File: src/rtl/module_pc_sequencer_if.sv
// Jump-request handshake from decode and the PC control bus toward the PC register.
interface module_pc_sequencer_if #(
  parameter int ANCHO = 4
);
  logic             jmp_valid_i;
  logic [ANCHO-1:0] jmp_addr_i;
  logic             jmp_ready_o;
  logic [1:0]       pc_op_o;
  logic [ANCHO-1:0] pc_addr_o;
  logic             pc_we_o;

  // sequencer side
  modport slave (
    input  jmp_valid_i, jmp_addr_i,
    output jmp_ready_o, pc_op_o, pc_addr_o, pc_we_o
  );

  // decode / PC side
  modport master (
    output jmp_valid_i, jmp_addr_i,
    input  jmp_ready_o, pc_op_o, pc_addr_o, pc_we_o
  );
endinterface

File: src/rtl/module_pc_sequencer.sv
// PC sequencer: run/pause/single-step control FSM that issues PC op codes and a
// one-cycle apply strobe, with a one-entry buffer holding a pending jump target.
module module_pc_sequencer #(
  parameter int ANCHO    = 4,
  parameter int TICK_CNT = 10_000_000
) (
  input  logic                        clk,
  input  logic                        reset,
  input  logic                        clear_i,
  input  logic                        run_i,
  input  logic                        halt_i,
  input  logic                        step_i,
  output logic [1:0]                  state_o,
  module_pc_sequencer_if.slave        bus
);
  localparam int CW = (TICK_CNT > 2) ? $clog2(TICK_CNT) : 1;
  localparam logic [CW-1:0] TERM = CW'(TICK_CNT - 1);

  localparam logic [1:0] S_IDLE  = 2'b00;
  localparam logic [1:0] S_RUN   = 2'b01;
  localparam logic [1:0] S_PAUSE = 2'b10;

  localparam logic [1:0] OP_CLR  = 2'b00;
  localparam logic [1:0] OP_HOLD = 2'b01;
  localparam logic [1:0] OP_INC  = 2'b10;
  localparam logic [1:0] OP_JMP  = 2'b11;

  logic [1:0]       state, state_n;
  logic [CW-1:0]    cnt, cnt_n;
  logic             pending, pending_n;
  logic             clr_pend, clr_pend_n;
  logic             ready, ready_n;
  logic [ANCHO-1:0] addr, addr_n;
  logic [1:0]       op, op_n;
  logic             we, we_n;
  logic             strobe;
  logic             accept;

  // next-state, counter and strobe decision; every output is registered for next cycle
  always_comb begin
    state_n    = state;
    cnt_n      = cnt;
    strobe     = 1'b0;
    clr_pend_n = 1'b0;
    op_n       = OP_HOLD;
    we_n       = 1'b0;
    if (clear_i) begin
      state_n    = S_IDLE;
      cnt_n      = '0;
      clr_pend_n = 1'b1;
    end else begin
      case (state)
        S_IDLE: begin
          if (!halt_i && run_i) begin
            state_n = S_RUN;
            cnt_n   = '0;
          end else if (!halt_i && step_i) begin
            state_n = S_PAUSE;
            strobe  = 1'b1;
          end
        end
        S_RUN: begin
          // leaving RUN suppresses the strobe even on terminal count
          if (halt_i || !run_i) begin
            state_n = S_PAUSE;
            cnt_n   = '0;
          end else if (cnt == TERM) begin
            cnt_n  = '0;
            strobe = 1'b1;
          end else begin
            cnt_n = cnt + CW'(1);
          end
        end
        S_PAUSE: begin
          if (!halt_i && run_i) begin
            state_n = S_RUN;
            cnt_n   = '0;
          end else if (step_i) begin
            strobe = 1'b1;
          end
        end
        default: begin
          state_n = S_IDLE;
          cnt_n   = '0;
        end
      endcase
    end

    // op code follows the state it will be shown with; strobes override
    op_n = (state_n == S_IDLE) ? OP_CLR : OP_HOLD;
    if (!clear_i && clr_pend) begin
      op_n = OP_CLR;
      we_n = 1'b1;
    end
    if (strobe) begin
      op_n = pending ? OP_JMP : OP_INC;
      we_n = 1'b1;
    end
  end

  // jump buffer: pending reflects the state at cycle start, so a same-cycle
  // accept never turns the current strobe into a jump
  always_comb begin
    accept    = bus.jmp_valid_i && ready && !clear_i;
    pending_n = pending;
    ready_n   = !pending;
    addr_n    = addr;
    if (clear_i) begin
      pending_n = 1'b0;
      ready_n   = 1'b1;
    end else if (accept) begin
      pending_n = 1'b1;
      ready_n   = 1'b0;
      addr_n    = bus.jmp_addr_i;
    end else if (strobe && pending) begin
      pending_n = 1'b0;
    end
  end

  // state and output registers
  always_ff @(posedge clk) begin
    if (reset) begin
      state    <= S_IDLE;
      cnt      <= '0;
      pending  <= 1'b0;
      clr_pend <= 1'b0;
      ready    <= 1'b1;
      addr     <= '0;
      op       <= OP_CLR;
      we       <= 1'b0;
    end else begin
      state    <= state_n;
      cnt      <= cnt_n;
      pending  <= pending_n;
      clr_pend <= clr_pend_n;
      ready    <= ready_n;
      addr     <= addr_n;
      op       <= op_n;
      we       <= we_n;
    end
  end

  assign state_o         = state;
  assign bus.jmp_ready_o = ready;
  assign bus.pc_op_o     = op;
  assign bus.pc_addr_o   = addr;
  assign bus.pc_we_o     = we;
endmodule
File: src/flat_wrapper.sv
// flat-port wrapper written by rule: the top's interface ports become plain ports
module module_pc_sequencer_flat 
#(
  parameter int ANCHO    = 4,
  parameter int TICK_CNT = 10_000_000
)
  (clk, reset, clear_i, run_i, halt_i, step_i, state_o, bus_jmp_valid_i, bus_jmp_addr_i, bus_jmp_ready_o, bus_pc_op_o, bus_pc_addr_o, bus_pc_we_o);
  module_pc_sequencer_if #(.ANCHO(ANCHO)) bus_i ();
  input  logic clk;
  input  logic reset;
  input  logic clear_i;
  input  logic run_i;
  input  logic halt_i;
  input  logic step_i;
  output logic [1:0] state_o;
  input wire logic [$bits(bus_i.jmp_valid_i)-1:0] bus_jmp_valid_i;
  input wire logic [$bits(bus_i.jmp_addr_i)-1:0] bus_jmp_addr_i;
  output wire logic [$bits(bus_i.jmp_ready_o)-1:0] bus_jmp_ready_o;
  output wire logic [$bits(bus_i.pc_op_o)-1:0] bus_pc_op_o;
  output wire logic [$bits(bus_i.pc_addr_o)-1:0] bus_pc_addr_o;
  output wire logic [$bits(bus_i.pc_we_o)-1:0] bus_pc_we_o;
  assign bus_i.jmp_valid_i = bus_jmp_valid_i;
  assign bus_i.jmp_addr_i = bus_jmp_addr_i;
  assign bus_jmp_ready_o = bus_i.jmp_ready_o;
  assign bus_pc_op_o = bus_i.pc_op_o;
  assign bus_pc_addr_o = bus_i.pc_addr_o;
  assign bus_pc_we_o = bus_i.pc_we_o;
  module_pc_sequencer #(.ANCHO(ANCHO), .TICK_CNT(TICK_CNT)) u_core (.clk(clk), .reset(reset), .clear_i(clear_i), .run_i(run_i), .halt_i(halt_i), .step_i(step_i), .state_o(state_o), .bus(bus_i));
endmodule
File: config.mk
export PLATFORM = sky130hd
export DESIGN_NAME = module_pc_sequencer_flat
export DESIGN_NICKNAME = d
export VERILOG_FILES = /design/src/rtl/module_pc_sequencer_if.sv /design/src/rtl/module_pc_sequencer.sv /design/src/flat_wrapper.sv
export SDC_FILE = /design/constraint.sdc
export NUM_CORES = 1
export LEC_CHECK = 0
export CAP_MARGIN = 5
export CELL_PAD_IN_SITES_DETAIL_PLACEMENT = 1
export CELL_PAD_IN_SITES_GLOBAL_PLACEMENT = 2
export CORE_UTILIZATION = 25
export DETAILED_ROUTE_END_ITERATION = 10
export PLACE_DENSITY_LB_ADDON = 0.3
export SYNTH_ARGS = -nofsm -noshare
export SYNTH_HDL_FRONTEND = slang
export SYNTH_SLANG_ARGS = --single-unit
File: constraint.sdc
create_clock -name clk -period 3.85 [get_ports clk]
set_clock_uncertainty 0.1 [all_clocks]
set_input_delay 0.9625 -clock clk [delete_from_list [all_inputs] [get_ports clk]]
set_output_delay 0.9625 -clock clk [all_outputs]
set_load 0.05 [all_outputs]
* After elaboration in Yosys (flattened, before gate mapping) *
Index checks and enable logic that the tools add are counted.
Widths: inputs -> output; s select.

storage, ports and cells
  register bits = 36
  output and inout bits = 10
  logic and storage cells = 59
  input port bits = 11

operators by class
  reductions and logical operators = 17
  eq/ne operators = 4
  $add $sub $neg = 1
  muxes and demuxes = 28
  bitwise logic cells = 1

operator list
  operator               count
  $mux 24                3
  $pmux 24 s2            1
  $add 24x1->24 const B  1
  $eq 24x24->1 const B   1
  $mux 1                 15
  $mux 2                 7
  $logic_and 1x1->1      6
  $pmux 2 s3             1
  $logic_not 1->1        4
  $logic_not 2->1        2
  $reduce_or 2->1        2
  $pmux 1 s3             1
  $eq 2x1->1 const B     1
  $eq 2x2->1 const B     1
  $ne 2x1->1 const B     1
  $reduce_and 2->1       1
  $reduce_bool 2->1      1
  $logic_or 1x1->1       1
  $not 1->1              1

* Longest topological paths before layout *
Gate-level depths: netlist of the first run.

  word-level depth = 10
  gate-level depth with buffers = 8
  depth with buffers taken out = 6

* Least setup slack after synthesis of the first run *
OpenSTA, ideal clock, no wires.

  path kind = in2reg
  from = input reset
  to = register u_core.cnt[11]
  stages = 8
  data required time = 3.676 ns
  library setup time = 0.074 ns
  arrival = 2.288 ns
  slack = 1.388 ns
  path buffers = 3
  cells stage by stage = clkbuf_1 -> nor2_1 -> nand2_1 -> o21ba_1 -> buf_6 -> buf_2 -> a21oi_1 -> a31oi_1

between the ends
  word-level cells in the longest chain between the ends = 1

RTL lines
  item                              line                        RTL
  from (decl)                       flat_wrapper.sv:10          input logic reset;
  $reduce_or 2->1 (no source line)  n/a
  to (signal assigned)              module_pc_sequencer.sv:133  cnt <= cnt_n;
  to (decl)                         module_pc_sequencer.sv:29   logic [CW-1:0] cnt, cnt_n;

Every way passes these cells.
A chain may end at the register's enable or synchronous reset.

* Worst setup path after layout of the first run *
  from = input run_i
  to = register u_core.cnt[9]

between the ends
  word-level cells in the longest chain between the ends = 4
  elaborated cells on any way between the ends = 6
  classes of those cells = eq/ne: 1; mux: 2; reduce/logical: 3

RTL lines
  item              line                       RTL
  from (decl)       flat_wrapper.sv:12         input logic run_i;
  $logic_not 1->1   module_pc_sequencer.sv:64  if (halt_i || !run_i) begin
  $logic_or 1x1->1  module_pc_sequencer.sv:64
  $mux 24           module_pc_sequencer.sv:64
  $pmux 24 s2       module_pc_sequencer.sv:52  case (state)

Parallel ways exist; a longest one is shown, timed or not.

==> impl_metrics.json, run 1 <==
{
  "status": "complete, no violations",
  "drtIter0Drc": 64,
  "post-route-period-util_pct": 76.6,
  "grt_pass1_vias": 1590,
  "max_stage_delay_ns": 0.49,
  "fp.dieW_um": 86.2,
  "cts_setup_buffers": 0,
  "ys.flop_type": "dfxtp_1",
  "power_density_mw_per_mm2": 340,
  "synth.ff_latch_count": 36,
  "clk_pin_slew_ns": 0.08,
  "io_buffer_count": 20,
  "syn_to_final_growth_pct": 22.2,
  "cts-root-buf": "clkbuf_8",
  "cp_num_buf_inv": 2,
  "rsz0062_at_grt": "no",
  "cts_made_buffers": 5,
  "hold_viol": 0,
  "ant_nets": 0,
  "p_int_uw": 554,
  "routabilityCongestion": 0.715,
  "cpLargestDelayFamily": "buffers and inverters",
  "netlist_area_sq_mm": 0.00177,
  "end_kind": "flop",
  "cp_max_fo": 24,
  "postPlaceCellArea_sq_mm": 0.00207,
  "start_util_pct": 25.9,
  "grt_max_degree": 25,
  "synth_area_leaders": "dfxtp_1, nand2_1, a31oi_1",
  "required_ns": 3.97,
  "cts_htree_levels": 2,
  "synthArstFlopShare_pct": 0,
  "vias": 1621,
  "ys_seq_area_share_pct": 40.7,
  "postLayoutCellArea_sq_mm": 0.00216,
  "clk_path_buf_depth": 2,
  "cts_tree": "done",
  "dr.pass1.iters": 4,
  "clk_latency_ns": 0.29,
  "holdWs_ns": 0.376,
  "drive_gt1_share_pct": 6.90,
  "synth.top_cell.area_share_pct": 40.7,
  "crit_path_top_delay_cell": "clkdlybuf4s50_1",
  "period_needed_ns": 2.95,
  "setup_violations": 0,
  "switching_power_uw": 182,
  "clkPwrFrac_pct": 38.7,
  "gr-total-overflow": 0,
  "synth_area_leader_cell": "dfxtp_1",
  "wl_per_cell_um": 14.5,
  "die_h_um": 86.2,
  "num_antenna_cells": 0,
  "wl_mm": 4.77,
  "p_leak_uw": 0.000773,
  "yosysMostFrequentCell": "dfxtp_1",
  "ios": 21,
  "max_freq_mhz": 339,
  "vdd_ir_drop_max_mv": 0.137,
  "synth_edf_count": 0,
  "hp-class": "reg2reg",
  "syn_inst": 210,
  "synthTopCellsByCount": "dfxtp_1, nand2_1, nor2_1",
  "syn_nets": 222,
  "critPathLaunchType": "input pin",
  "holdBufCountCts": 0,
  "synth_cell_types": 45,
  "dieArea_sq_mm": 0.00743,
  "seqPwrFrac_pct": 52.2,
  "ys_warn_count": 0,
  "nNetsFinal": 243,
  "slew_headroom_pct": 66.3,
  "n_fill_cell": 841,
  "crit_arrival_ns": 3.07,
  "p_sw_share_pct": 24.7,
  "maxCapViolCount": 0,
  "syn-mean-instance-area_sq_um": 8.44,
  "final_max_slew_viol_count": 0,
  "grtUsageTotal_pct": 14.0,
  "path_cells": "clkdlybuf4s50_1 -> nor4bb_1 -> nand2_1 -> o21ba_1 -> buf_4 -> a41oi_1 -> a31oi_1",
  "cts-resized-gates": 0,
  "p_comb_share_pct": 9.1,
  "grt_antenna_before_repair": 0,
  "setup_tns_ns": 0,
  "viasPerCell": 4.94,
  "grt_pass1_wl_mm": 7.98,
  "rows": 30,
  "drc": 0,
  "critPathKind": "in2reg",
  "hpwlAfterDp_mm": 3.41,
  "core_region_area_sq_mm": 0.00683,
  "worst_pin_slew_ns": 0.504,
  "cts_num_sinks": 36
}
metal layers:
metal / wire length, um / share of wire [%] / GRT usage, % / up-vias
li1: - / - / - / 825
met1: 2420 / 51 / 19.0 / 765
met2: 2150 / 45 / 21.5 / 24
met3: 123 / 2.6 / 2.86 / 7
met4: 82 / 1.7 / 6.36 / 0
met5: 0 / 0 / 0 / -
kinds of logic after synthesis:
kind of cell	Yosys count	synth area share [%]
buffers and inverters	17	4.73
multiplexers	4	2.26
flip-flops	36	40.7
AND/OR/NAND/NOR	93	28.5
AO/OA/AOI/OAI	56	21.7
adder cells (fa/ha/maj)	1	0.706
XOR/XNOR	3	1.48
cells in the final DEF, fill, tap and decap left out, drive strengths merged, types with 2 or more instances in the layout:
cell	Yosys	layout
dfxtp	36	36
nand2	25	25
clkdlybuf4s50	0	20
nor2	15	15
nand3	14	14
a31oi	12	12
o21ai	10	10
a21oi	10	10
nand4	8	8
clkbuf	6	8
nor3	7	7
inv	6	6
and3	5	5
buf	5	5
mux2i	4	4
a22o	4	4
nor4	4	4
nand2b	3	3
nor2b	3	3
a41oi	3	3
xnor2	3	3
nor4b	2	2
o41a	2	2
and4	2	2
a211o	2	2
o211ai	2	2
a21o	2	2
o21a	2	2
power by group through the flow:
stage / sequential (uW) / clock [uW] / combinational, uW
after detailed placement: 393 / 0 / 67.5
after global routing: 385 / 313 / 72.2
after floorplan: 407 / 0 / 23.2
after CTS: 384 / 299 / 67.8
after global placement: 393 / 0 / 67.5
final: 384 / 284 / 66.9
registers in the layout, summed over array words and instances (netlist names):
signal / cells
u_core.cnt: 24
u_core.pending: 1
u_core.clr_pend: 1
u_core.state_o: 2
u_core.bus.pc_op_o: 2
u_core.bus.pc_we_o: 1
u_core.bus.jmp_ready_o: 1
u_core.bus.pc_addr_o: 4
worst paths after layout:
check | start | endpoint | slack (ns) | cells past startpoint
worst max-delay path | run_i | u_core.cnt[9] | 0.90 | 7
worst max register to register | u_core.cnt[0] | u_core.cnt[15] | 1.44 | 7
worst min register to register | u_core.cnt[23] | u_core.cnt[23] | 0.38 | 1
worst min-delay path | u_core.cnt[23] | u_core.cnt[23] | 0.38 | 1
layout make-up:
cell class	count	area [sq um]	share of cell area [%]
Tap cell	96	120	5.55
Clock buffer	8	90.1	4.16
Inverter	6	22.5	1.04
Timing Repair Buffer	25	238	11.0
Sequential cell	36	721	33.3
Multi-Input combinational cell	157	973	45.0
stage by stage:
| stage | utilization [%] | total power [uW] | worst slack [ns] | instances |
|---|---|---|---|---|
| detailed placement | 30.4 | 460 | 0.608 | 320 |
| global route | 31.7 | 770 | 0.656 | 328 |
| floorplan | - | 430 | 1.39 | 210 |
| finish | 31.7 | 736 | 0.901 | 328 |
| global placement | 30.4 | 460 | 0.664 | 320 |
| CTS | 31.7 | 751 | 0.900 | 328 |
(Power assumes the default switching activity.)
==> run 2: changes to the inputs <==
- clock period: 3.85 -> 2.6 ns (I/O delays scaled with it)
==> run 2 against run 1 <==
Final cell count grew 3.7%. Critical path depth is the same. Count of clock-buffer cells in the layout shrank 2. Via count grew 4.4%. First-iteration DRC count shrank 20%. Non-clock buffer count grew 12. Power grew 50%. Largest cell class unchanged. Largest power group unchanged.
==> impl_metrics.json, run 2 (same netlist as run 1, synthesis figures left out) <==
{
  "p_leak_uw": 0.000842,
  "gr-total-overflow": 0,
  "max_freq_mhz": 406,
  "grtUsageTotal_pct": 14.9,
  "vias": 1693,
  "required_ns": 2.72,
  "die_h_um": 86.2,
  "clk_pin_slew_ns": 0.08,
  "holdBufCountCts": 0,
  "layout_common_cells": "dfxtp_1, nand2_1, clkdlybuf4s50_1, buf_4, nor2_1",
  "cts_made_buffers": 5,
  "largest_register": "u_core.cnt",
  "grt_antenna_before_repair": 0,
  "final_util_pct": 33.2,
  "routabilityCongestion": 0.709,
  "post-route-period-util_pct": 94.7,
  "setup_violations": 0,
  "wl_mm": 4.96,
  "period_needed_ns": 2.46,
  "rr_worst_depth": 7,
  "status": "complete, no violations",
  "viasPerCell": 4.98,
  "fp.dieW_um": 86.2,
  "p_total_uw": 1100,
  "worst_pin_slew_ns": 0.928,
  "io_buffer_count": 20,
  "n_fill_cell": 847,
  "dr.pass1.iters": 4,
  "nNetsFinal": 255,
  "ant_nets": 0,
  "critPathLaunchType": "input pin",
  "start_util_pct": 25.9,
  "clk_path_buf_depth": 2,
  "core_region_area_sq_mm": 0.00683,
  "hpwlAfterDp_mm": 3.53,
  "drive_gt1_share_pct": 12.3,
  "dieArea_sq_mm": 0.00743,
  "cts_htree_levels": 2,
  "largest_reg_flops": 24,
  "wl_per_cell_um": 14.6,
  "grt_pass1_vias": 1676,
  "rsz0062_at_grt": "no",
  "maxCapViolCount": 0,
  "cts_tree": "done",
  "drc": 0,
  "slew_headroom_pct": 37.6,
  "final_common_cell": "dfxtp_1",
  "cts-root-buf": "clkbuf_8",
  "hp-class": "reg2reg",
  "cts_setup_buffers": 0,
  "num_antenna_cells": 0,
  "ios": 21,
  "cts-resized-gates": 0,
  "drtIter0Drc": 51,
  "end_kind": "flop",
  "cts_num_sinks": 36,
  "hold_viol": 0,
  "grt_max_degree": 35,
  "critPathKind": "in2reg",
  "min_path_cells": 1,
  "crit_arrival_ns": 2.59,
  "syn_to_final_growth_pct": 28.1,
  "final_max_slew_viol_count": 0,
  "place_inst": 332,
  "clk_latency_ns": 0.29,
  "vdd_ir_drop_max_mv": 0.207,
  "power_density_mw_per_mm2": 486,
  "rows": 30,
  "grt_pass1_wl_mm": 8.63,
  "layout.cells.non_filler": 340,
  "cp_max_fo": 34
}
-- run 2: area by class of cell --
cell class | instances | area (sq um) | share of cell area [%]
Multi-Input combinational cell | 157 | 973 | 42.9
Sequential cell | 36 | 721 | 31.8
Timing Repair Buffer | 37 | 340 | 15.0
Tap cell | 96 | 120 | 5.29
Clock buffer | 6 | 82.6 | 3.64
Inverter | 6 | 22.5 | 0.992
Clock inverter | 2 | 10.0 | 0.441
-- run 2: worst max-delay path, stage by stage --
cell and delay (ns):
clkdlybuf4s50_1 0.48, nor4bb_1 0.51, nand2_1 0.15, o21ba_1 0.29, buf_12 0.19, o21ai_0 0.13
a31oi_1 0.16
-- run 2: metrics by stage --
step                TNS (ns)  area (sq um)  setup WS (ns)  hold slack [ns]
floorplan                  0          1770          0.426            0.326
global placement    -0.00363          2180       -0.00363            0.361
global route               0          2270         0.0203            0.415
finish                     0          2270          0.138            0.382
detailed placement   -0.0805          2180        -0.0377            0.375
CTS                        0          2270          0.204            0.386
-- run 2: worst paths after layout --
path	startpoint	endpoint	slack, ns
min reg2reg	u_core.cnt[23]	u_core.cnt[23]	0.38
max reg2reg	u_core.cnt[1]	u_core.cnt[15]	0.27
max	run_i	u_core.cnt[20]	0.14
min	u_core.cnt[23]	u_core.cnt[23]	0.38
-- run 2: per-layer routing --
| metal | GRT usage (%) | part of all wire (%) | routed length (um) | vias to the layer above |
|---|---|---|---|---|
| li1 | - | - | - | 851 |
| met1 | 20.9 | 52 | 2560 | 809 |
| met2 | 21.9 | 44 | 2180 | 26 |
| met3 | 3.52 | 2.9 | 145 | 7 |
| met4 | 6.06 | 1.7 | 82 | 0 |
| met5 | 0 | 0 | 0 | - |
-- run 2: power by group --
part           switching [uW]  internal (uW)  total (uW)
Clock                     216            212         428
Combinational            58.3           47.7         106
Sequential               7.15            561         568
Total                     282            821        1100
==> run 3: changes to the inputs <==
- CORE_ASPECT_RATIO: default -> 2
- CORE_MARGIN: default -> 8
==> run 3 against run 2 <==
Hold slack barely moved. Fmax rose by 3.9%. First-iteration DRC count fell by 37%. Register-to-register slack got worse by 0.04 ns. Clock power rose by 35%. Largest cell class unchanged. Largest power group is now clock.
==> impl_metrics.json, run 3 (same netlist as run 1, synthesis figures left out) <==
{
  "status": "complete, no violations",
  "core_region_area_sq_mm": 0.00689,
  "switching_power_uw": 295,
  "cts_htree_levels": 2,
  "setup_tns_ns": 0,
  "drtIter0Drc": 32,
  "layout_common_cells": "dfxtp_1, nand2_1, clkdlybuf4s50_1, buf_4, nor2_1",
  "hold_viol": 0,
  "start_util_pct": 25.7,
  "vdd_ir_drop_max_mv": 0.402,
  "period_needed_ns": 2.37,
  "p_sw_share_pct": 23.5,
  "met1Wirelength_mm": 1.84,
  "worst_pin_slew_ns": 0.770,
  "required_ns": 2.67,
  "wl_mm": 5.50,
  "p_comb_share_pct": 9.1,
  "slew_headroom_pct": 48.2,
  "cts_made_buffers": 5,
  "grt_pass1_vias": 1916,
  "grtUsageTotal_pct": 12.1,
  "crit_arrival_ns": 2.44,
  "power_density_mw_per_mm2": 534,
  "critPathLaunchType": "flop",
  "maxCapViolCount": 0,
  "fp.dieW_um": 75.5,
  "rsz0062_at_grt": "no",
  "clk_latency_ns": 0.28,
  "num_antenna_cells": 0,
  "min_path_cells": 1,
  "postLayoutCellArea_sq_mm": 0.00235,
  "clk_pin_slew_ns": 0.06,
  "gr-total-overflow": 0,
  "die_h_um": 135,
  "cts_setup_buffers": 0,
  "io_buffer_count": 20,
  "final_max_slew_viol_count": 0,
  "critPathKind": "reg2reg",
  "final_common_cell": "dfxtp_1",
  "end_kind": "flop",
  "clkPwrFrac_pct": 45.8,
  "setup_slack_ns": 0.230,
  "drive_gt1_share_pct": 13.3,
  "clk_path_buf_depth": 2,
  "cts_num_sinks": 36,
  "p_total_uw": 1260,
  "holdBufCountCts": 0,
  "dr.pass1.iters": 3,
  "drc": 0,
  "grt_pass1_wl_mm": 9.16,
  "max_freq_mhz": 422,
  "setup_violations": 0,
  "grt_max_degree": 35,
  "ios": 21,
  "ant_nets": 0,
  "cts-resized-gates": 0,
  "p_leak_uw": 0.000889,
  "vias": 1738,
  "hp-class": "reg2reg",
  "cts-root-buf": "clkbuf_16",
  "place_ws_ns": 0.0125,
  "largest_register": "u_core.cnt",
  "p_int_uw": 962,
  "grt_antenna_before_repair": 0,
  "seqPwrFrac_pct": 45.2,
  "routed-wl-met2_mm": 3.33,
  "place_inst": 331,
  "syn_to_final_growth_pct": 32.8,
  "hpwlAfterDp_mm": 4.31,
  "layout.cells.non_filler": 338,
  "rows": 43,
  "post-route-period-util_pct": 91.1,
  "routabilityCongestion": 0.740,
  "dr_wl_met3_um": 200,
  "dieArea_sq_mm": 0.0102,
  "cts_tree": "done",
  "nNetsFinal": 260,
  "postPlaceCellArea_sq_mm": 0.00222,
  "viasPerCell": 5.14,
  "cp_max_fo": 34,
  "wl_per_cell_um": 16.3,
  "highest_layer": "met4",
  "rr_worst_depth": 7,
  "largest_reg_flops": 24
}
run 3: cell count changes in the layout (fill, tap and decap cells not counted), sizes merged:
cell | previous run | this run
clkinv | 2 | 1
buf | 17 | 22
run 3: metrics by stage:
step | hold slack (ns) | utilization, %
floorplan | 0.326 | -
global placement | 0.348 | 32.2
detailed placement | 0.365 | 32.2
CTS | 0.375 | 34.2
global route | 0.402 | 34.2
finish | 0.382 | 34.2
run 3: power groups by stage:
| stage | registers, uW | clock network [uW] | logic [uW] |
|---|---|---|---|
| after floorplan | 603 | 0 | 34.3 |
| after global placement | 580 | 0 | 115 |
| after detailed placement | 580 | 0 | 115 |
| after CTS | 568 | 597 | 116 |
| after global routing | 569 | 617 | 123 |
| final | 568 | 576 | 114 |
run 3: path summary, 6_finish.rpt:
kind                  start              to  slack, ns
min          u_core.cnt[23]  u_core.cnt[23]       0.38
max reg2reg   u_core.cnt[1]  u_core.cnt[15]       0.23
max           u_core.cnt[1]  u_core.cnt[15]       0.23
min reg2reg  u_core.cnt[23]  u_core.cnt[23]       0.38
run 3: metal layers:
| metal | GRT usage (%) | up-vias |
|---|---|---|
| met5 | 0 | - |
| met4 | 5.82 | 0 |
| met3 | 3.86 | 8 |
| met2 | 24.3 | 22 |
| met1 | 9.30 | 849 |
| li1 | - | 859 |
run 3: final cells by class:
class                      count  area [sq um]
inverter                       6          22.5
clock inverter                 1          5.00
clock buffer                   6           129
fill                         860          4530
multi-input combinational    157           973
tap                           90           113
sequential                    36           721
timing repair buffer          42           390
run 3: critical path, stage by stage, from the launching register on:
cell	delay, ns
dfxtp_1	0.37
ha_1	0.24
nand3_1	0.13
or4_4	0.57
o21ba_1	0.23
buf_12	0.17
and3_1	0.17
a211o_1	0.26
